**config.mk**
```make
export PLATFORM = sky130hd
export DESIGN_NAME = mram_ctrl
export DESIGN_NICKNAME = d
export VERILOG_FILES = /design/src/rtl/mram_ctrl.sv
export SDC_FILE = /design/constraint.sdc
export NUM_CORES = 1
export LEC_CHECK = 0
export CORE_MARGIN = 2
export CORE_UTILIZATION = 53
export CTS_CLUSTER_DIAMETER = 40
export DETAILED_ROUTE_END_ITERATION = 6
export PLACE_DENSITY = 0.82
export SYNTH_ARGS = -nofsm -noshare
export SYNTH_HDL_FRONTEND = slang
export SYNTH_SLANG_ARGS = --single-unit
```
**constraint.sdc**
```tcl
create_clock -name CLKSYS -period 2.9 [get_ports CLKSYS]
set_input_delay 0.58 -clock CLKSYS [delete_from_list [all_inputs] [get_ports CLKSYS]]
set_output_delay 0.58 -clock CLKSYS [all_outputs]
set_load 0.01 [all_outputs]
```
**src/rtl/mram_ctrl.sv**
```systemverilog
`timescale 1ns/1ps
`default_nettype none
//==============================================================================
// mram_ctrl : FM-7 main-RAM initiator, CPU/video arbitration, pipelined capture
// Rev 1.0
//==============================================================================
module mram_ctrl #(
    parameter int RD_LAT = 1
) (
    input  logic        CLKSYS,
    input  logic        RSTn,
    input  logic        CPU_REQ,
    input  logic        CPU_WE,
    input  logic [15:0] CPU_ADDR,
    input  logic [7:0]  CPU_WDATA,
    output logic        CPU_BUSY,
    output logic        CPU_ACK,
    output logic [7:0]  CPU_RDATA,
    input  logic        VID_REQ,
    input  logic [15:0] VID_ADDR,
    input  logic [7:0]  VID_LEN,
    output logic        VID_BUSY,
    output logic        VID_VALID,
    output logic [7:0]  VID_DATA,
    output logic        VID_DONE,
    output logic [15:0] MADDRBUS,
    output logic [7:0]  DIN,
    output logic        RWBn,
    output logic        RDQEn,
    input  logic [7:0]  DOUT
);

    typedef enum logic [1:0] {
        S_IDLE = 2'd0,
        S_CWR  = 2'd1,
        S_CRD  = 2'd2,
        S_VRD  = 2'd3
    } state_t;

    state_t          r_state;
    logic            r_last_vid;
    logic [7:0]      r_beats;
    logic [15:0]     r_maddr;
    logic [7:0]      r_din;
    logic            r_rwbn;
    logic            r_rdqen;

    logic            r_push_v;
    logic            r_push_vid;
    logic            r_push_last;
    logic [RD_LAT:1] r_tv_v;
    logic [RD_LAT:1] r_tv_vid;
    logic [RD_LAT:1] r_tv_last;

    logic            r_cpu_pend;
    logic            r_cpu_we;
    logic [15:0]     r_cpu_addr;
    logic [7:0]      r_cpu_wdata;
    logic            r_cpu_busy;
    logic            r_cpu_ack;
    logic [7:0]      r_cpu_rdata;

    logic            r_vid_pend;
    logic [15:0]     r_vid_addr;
    logic [7:0]      r_vid_len;
    logic            r_vid_busy;
    logic            r_vid_valid;
    logic            r_vid_done;
    logic [7:0]      r_vid_data;

    logic            w_cpu_acc;
    logic            w_vid_acc;
    logic            w_cpu_cand;
    logic            w_vid_cand;
    logic            w_idle;
    logic            w_grant_cpu;
    logic            w_grant_vid;
    logic            w_cpu_we;
    logic [15:0]     w_cpu_addr;
    logic [7:0]      w_cpu_wdata;
    logic [15:0]     w_vid_addr;
    logic [7:0]      w_vid_len;

    // A request arriving in an IDLE cycle competes immediately, so operands
    // come straight from the ports when nothing is latched yet.
    assign w_cpu_acc   = CPU_REQ & ~r_cpu_busy;
    assign w_vid_acc   = VID_REQ & ~r_vid_busy;
    assign w_cpu_cand  = r_cpu_pend | w_cpu_acc;
    assign w_vid_cand  = r_vid_pend | w_vid_acc;
    assign w_idle      = (r_state == S_IDLE);
    assign w_grant_vid = w_idle & w_vid_cand & (~w_cpu_cand | ~r_last_vid);
    assign w_grant_cpu = w_idle & w_cpu_cand & ~w_grant_vid;

    assign w_cpu_we    = r_cpu_pend ? r_cpu_we    : CPU_WE;
    assign w_cpu_addr  = r_cpu_pend ? r_cpu_addr  : CPU_ADDR;
    assign w_cpu_wdata = r_cpu_pend ? r_cpu_wdata : CPU_WDATA;
    assign w_vid_addr  = r_vid_pend ? r_vid_addr  : VID_ADDR;
    assign w_vid_len   = r_vid_pend ? r_vid_len   : VID_LEN;

    always_ff @(posedge CLKSYS or negedge RSTn) begin
        if (!RSTn) begin
            r_state     <= S_IDLE;
            r_last_vid  <= 1'b0;
            r_beats     <= 8'd0;
            r_maddr     <= 16'd0;
            r_din       <= 8'd0;
            r_rwbn      <= 1'b0;
            r_rdqen     <= 1'b0;
            r_push_v    <= 1'b0;
            r_push_vid  <= 1'b0;
            r_push_last <= 1'b0;
        end else begin
            r_rwbn      <= 1'b0;
            r_rdqen     <= 1'b0;
            r_push_v    <= 1'b0;
            r_push_vid  <= 1'b0;
            r_push_last <= 1'b0;
            case (r_state)
                S_IDLE: begin
                    if (w_grant_vid) begin
                        r_state     <= S_VRD;
                        r_last_vid  <= 1'b1;
                        r_maddr     <= w_vid_addr;
                        r_rdqen     <= 1'b1;
                        // Length 0 underflows to 255 remaining, giving 256 beats
                        r_beats     <= w_vid_len - 8'd1;
                        r_push_v    <= 1'b1;
                        r_push_vid  <= 1'b1;
                        r_push_last <= (w_vid_len == 8'd1);
                    end else if (w_grant_cpu) begin
                        r_last_vid <= 1'b0;
                        r_maddr    <= w_cpu_addr;
                        if (w_cpu_we) begin
                            r_state <= S_CWR;
                            r_din   <= w_cpu_wdata;
                            r_rwbn  <= 1'b1;
                        end else begin
                            r_state  <= S_CRD;
                            r_rdqen  <= 1'b1;
                            r_push_v <= 1'b1;
                        end
                    end
                end
                S_CWR: r_state <= S_IDLE;
                S_CRD: r_state <= S_IDLE;
                S_VRD: begin
                    if (r_beats == 8'd0) begin
                        r_state <= S_IDLE;
                    end else begin
                        r_maddr     <= r_maddr + 16'd1;
                        r_rdqen     <= 1'b1;
                        r_beats     <= r_beats - 8'd1;
                        r_push_v    <= 1'b1;
                        r_push_vid  <= 1'b1;
                        r_push_last <= (r_beats == 8'd1);
                    end
                end
                default: r_state <= S_IDLE;
            endcase
        end
    end

    // Tag pipe: stage k holds the tag of the address issued k cycles ago, so
    // stage RD_LAT lines up with valid DOUT.
    always_ff @(posedge CLKSYS or negedge RSTn) begin
        if (!RSTn) begin
            r_tv_v    <= '0;
            r_tv_vid  <= '0;
            r_tv_last <= '0;
        end else begin
            r_tv_v[1]    <= r_push_v;
            r_tv_vid[1]  <= r_push_vid;
            r_tv_last[1] <= r_push_last;
            for (int j = 2; j <= RD_LAT; j++) begin
                r_tv_v[j]    <= r_tv_v[j-1];
                r_tv_vid[j]  <= r_tv_vid[j-1];
                r_tv_last[j] <= r_tv_last[j-1];
            end
        end
    end

    always_ff @(posedge CLKSYS or negedge RSTn) begin
        if (!RSTn) begin
            r_cpu_ack   <= 1'b0;
            r_cpu_rdata <= 8'd0;
            r_vid_valid <= 1'b0;
            r_vid_done  <= 1'b0;
            r_vid_data  <= 8'd0;
        end else begin
            r_cpu_ack   <= (r_state == S_CWR);
            r_vid_valid <= 1'b0;
            r_vid_done  <= 1'b0;
            if (r_tv_v[RD_LAT]) begin
                if (r_tv_vid[RD_LAT]) begin
                    r_vid_data  <= DOUT;
                    r_vid_valid <= 1'b1;
                    r_vid_done  <= r_tv_last[RD_LAT];
                end else begin
                    r_cpu_rdata <= DOUT;
                    r_cpu_ack   <= 1'b1;
                end
            end
        end
    end

    always_ff @(posedge CLKSYS or negedge RSTn) begin
        if (!RSTn) begin
            r_cpu_pend  <= 1'b0;
            r_cpu_we    <= 1'b0;
            r_cpu_addr  <= 16'd0;
            r_cpu_wdata <= 8'd0;
            r_cpu_busy  <= 1'b0;
            r_vid_pend  <= 1'b0;
            r_vid_addr  <= 16'd0;
            r_vid_len   <= 8'd0;
            r_vid_busy  <= 1'b0;
        end else begin
            if (w_grant_cpu) begin
                r_cpu_pend <= 1'b0;
            end else if (w_cpu_acc) begin
                r_cpu_pend  <= 1'b1;
                r_cpu_we    <= CPU_WE;
                r_cpu_addr  <= CPU_ADDR;
                r_cpu_wdata <= CPU_WDATA;
            end
            if (w_cpu_acc) begin
                r_cpu_busy <= 1'b1;
            end else if (r_cpu_ack) begin
                r_cpu_busy <= 1'b0;
            end

            if (w_grant_vid) begin
                r_vid_pend <= 1'b0;
            end else if (w_vid_acc) begin
                r_vid_pend <= 1'b1;
                r_vid_addr <= VID_ADDR;
                r_vid_len  <= VID_LEN;
            end
            if (w_vid_acc) begin
                r_vid_busy <= 1'b1;
            end else if (r_vid_done) begin
                r_vid_busy <= 1'b0;
            end
        end
    end

    assign CPU_BUSY  = r_cpu_busy;
    assign CPU_ACK   = r_cpu_ack;
    assign CPU_RDATA = r_cpu_rdata;
    assign VID_BUSY  = r_vid_busy;
    assign VID_VALID = r_vid_valid;
    assign VID_DATA  = r_vid_data;
    assign VID_DONE  = r_vid_done;
    assign MADDRBUS  = r_maddr;
    assign DIN       = r_din;
    assign RWBn      = r_rwbn;
    assign RDQEn     = r_rdqen;

endmodule
`default_nettype wire

```
==> results.md <==
- Lkg Pwr: 3.27 nW
- Cell Pwr Density: 1120 mW/mm2
- Status: completed
- Total grt overflow: 0
- Crit path capture type: register
- Postcts setup bufs: 0
- Crit-path max FO: 11
- Pre-antenna DRT Iters: 7
- Ys Warns: 0
- Register area share after synthesis: 0.478
- R2R cell count: 8
- H-tree levels: 4
- WS Path Type: register to register
- Max-cap viol count: 0
- Mapped Avg Cell Area: 11.3 um2
- Largest net degree at the start of global routing: 58
- Site Rows: 38
- Hold Fails Final Rpt: 0
- WL final: 15.2 mm
- Post-synth EDFFs: 0
- Post-Route Utilization: 0.722
- Sequential share of power: 0.331
- Minimum clock period: 2.40 ns
- RSZ-0062 raised after global routing: false
- # hold bufs at CTS: 0
- Met2 WL: 7.64 mm
- Starting Density: 0.546
- Share of cells above drive strength 1: 0.258
- Avg WL per Cell: 19.0 um
- HP Class: input pin to asynchronous set/reset pin
- WL met3: 960 um
- CTS root buf: clkbuf_16
- Vias in the first global route: 4972
- Post-route DRC: 0
- Die H: 110 um
- Critical-path cell list: inv_1 > ha_1 > nor2b_1 > nand4_1 > buf_4 > nand2_1 > nor2_1 > nor4_1
- Clock share of power: 0.262
- Final ANT Viol Nets: 0
- Net Count, Synth: 600
- Fin Hold WS: 0.121 ns
- Critical Path RT: 3.19 ns
- Sink Count: 114
- DIE WIDTH: 110 um
- CTS buffer count: 17
- NumNets Final: 720
- Pint: 0.00575 W
- Antenna violations before repair: 0
- Crit share post-route: 0.828
- RePlAce Congestion: 0.947
- Highest routed metal layer: met4
- Area grow syn2layout: 32.3%
- Comb power frac: 0.407
- Pins Over Slew Limit: 0
- Core area: 0.0109 mm2
- CTS clk-pin slew, worst paths: 0.05 ns
- TritonCTS clock tree: built
- Worst slew pin tran: 0.812 ns
- GRT Total Usage: 0.265
- Setup TNS: 0 ns
- M1 WL: 6.26 mm
- Crit path buffers/inverters: 2
- Worst path top cell family by delay: simple AND/OR/NAND/NOR gates
- Count of cell types in the netlist: 63
- Final setup viols: 0
- Mapped Cells: 530
- IO Count: 108
- Clock skew: 0.00866 ns
- First-pass GRT wire length: 24.4 mm
- Peak supply drop: 0.000587 V
- Maximum clock rate: 416 MHz
- Type of origin of the critical path: register
- DR vias/cell: 6.09
- Flops & latches, synth: 114
- Critical Path AT: 2.69 ns
- Sw Share: 0.350
- Cell Area, Synth: 0.00597 mm2
- Max-slew headroom at the worst pin: 0.457
- Via count: 4888
- Antenna cells: 0
- Worst path depth: 8
- Crit-path max cell delay: 0.40 ns
- Filler Cell Count: 739
- CTS Buffer Depth: 2
- Primary FF master, synth: dfrtp_1
- First DRT Iteration DRCs: 392
- Slowest stage cell, crit path: dfrtp_1
- CTS resizes: 0
- I/O Buffers: 107
- Share of synthesized flip-flops with an asynchronous set or reset: 1.00
- Die ar.: 0.0121 mm2
- Worst-skew pair later-pin latency: 0.41 ns
- Psw: 0.00310 W
- DP HPWL: 10.7 mm
cell type report:
class	count	area, um2	area share
timing repair buffer	125	1220	0.154
sequential	114	2850	0.361
clock inverter	12	205	0.0260
clock buffer	19	453	0.0574
inverter	20	75.1	0.00951
multi-input combinational	372	2920	0.370
tap	140	175	0.0222
flip-flops by register name (all words and copies together) (netlist names), 2 cells and up:
| register | flops |
|---|---|
| DIN | 8 |
| r_cpu_addr | 16 |
| r_beats | 8 |
| r_state | 2 |
| VID_DATA | 8 |
| MADDRBUS | 16 |
| CPU_RDATA | 8 |
| r_vid_addr | 16 |
| r_cpu_wdata | 8 |
| r_vid_len | 8 |
per-layer routing:
metal  track usage  vias up
met5             0        -
met4         0.115        0
met3        0.0570       33
met2         0.443      221
met1         0.331     2418
li1              -     2216
worst paths after layout:
kind,start,end,slack [ns]
min reg2reg,r_push_last,r_tv_last,0.35
max,r_state[0],MADDRBUS[6],0.50
max reg2reg,r_state[0],MADDRBUS[6],0.50
min,RSTn,DIN[5],0.12
min in group CLKSYS,r_push_last,r_tv_last,0.35
max in group asynchronous,RSTn,r_vid_addr[3],2.06
synthesized netlist by cell type, types with 4 or more instances:
master | count | area, um2
mux2i_1 | 13 | 130
o22ai_1 | 10 | 62.6
dfrtp_1 | 114 | 2850
nand3_1 | 18 | 90.1
nand2_1 | 29 | 109
nand2b_1 | 4 | 25.0
nor2b_1 | 14 | 87.6
buf_2 | 11 | 55.1
o31ai_1 | 6 | 45.0
or2_2 | 4 | 25.0
clkbuf_1 | 10 | 37.5
nor2_1 | 22 | 82.6
inv_1 | 20 | 75.1
o21ai_0 | 21 | 105
and3_1 | 6 | 37.5
nor4_1 | 8 | 50.1
a211oi_1 | 11 | 82.6
a311oi_1 | 5 | 43.8
nand4_1 | 9 | 56.3
mux2_2 | 101 | 1140
nor3_1 | 9 | 45.0
a21oi_1 | 16 | 80.1
ha_1 | 9 | 113
kinds of logic after synthesis:
family,count (synthesis),share of synthesized area
simple gates,141,0.130
mux,114,0.212
flops,114,0.478
compound gates,103,0.121
buf+inv,44,0.0329
fa+ha+maj,9,0.0189
xor+xnor,5,0.00734
power by group through the flow:
stage          Sequential [W]  Combinational [W]  Clock (W)
3_5_place_dp          0.00293            0.00354          0
5_1_grt               0.00301            0.00390    0.00241
4_1_cts               0.00291            0.00358    0.00234
3_3_place_gp          0.00287            0.00343          0
6_report              0.00293            0.00360    0.00232
2_1_floorplan         0.00287            0.00220          0
stage by stage:
step                total power, W  cells  area (um2)  setup slack [ns]
floorplan                  0.00507    530        5970             0.832
global placement           0.00629    771        7240             0.415
detailed placement         0.00647    771        7240             0.379
CTS                        0.00883    802        7900             0.575
global route               0.00933    802        7900             0.352
finish                     0.00885    802        7900             0.499
placed cells by master (no fill, tap or decap), drive strengths merged, types with 4 or more instances in the layout:
cell type      Yosys  routed
dfrtp            114     114
clkdlybuf4s50      0     106
mux2             101     101
nand2             29      29
nor2              23      23
o21ai             23      23
inv               20      21
nand3             19      19
buf               13      19
clkbuf            11      19
a21oi             19      19
nor2b             14      14
mux2i             13      13
a211oi            11      11
o22ai             10      10
nor3              10      10
nand4              9       9
ha                 9       9
nor4               9       9
and3               6       6
o31ai              6       6
a311oi             5       5
bufinv             0       5
nand2b             4       4
or2                4       4
clkinv             0       4
(Power assumes the default switching activity.)
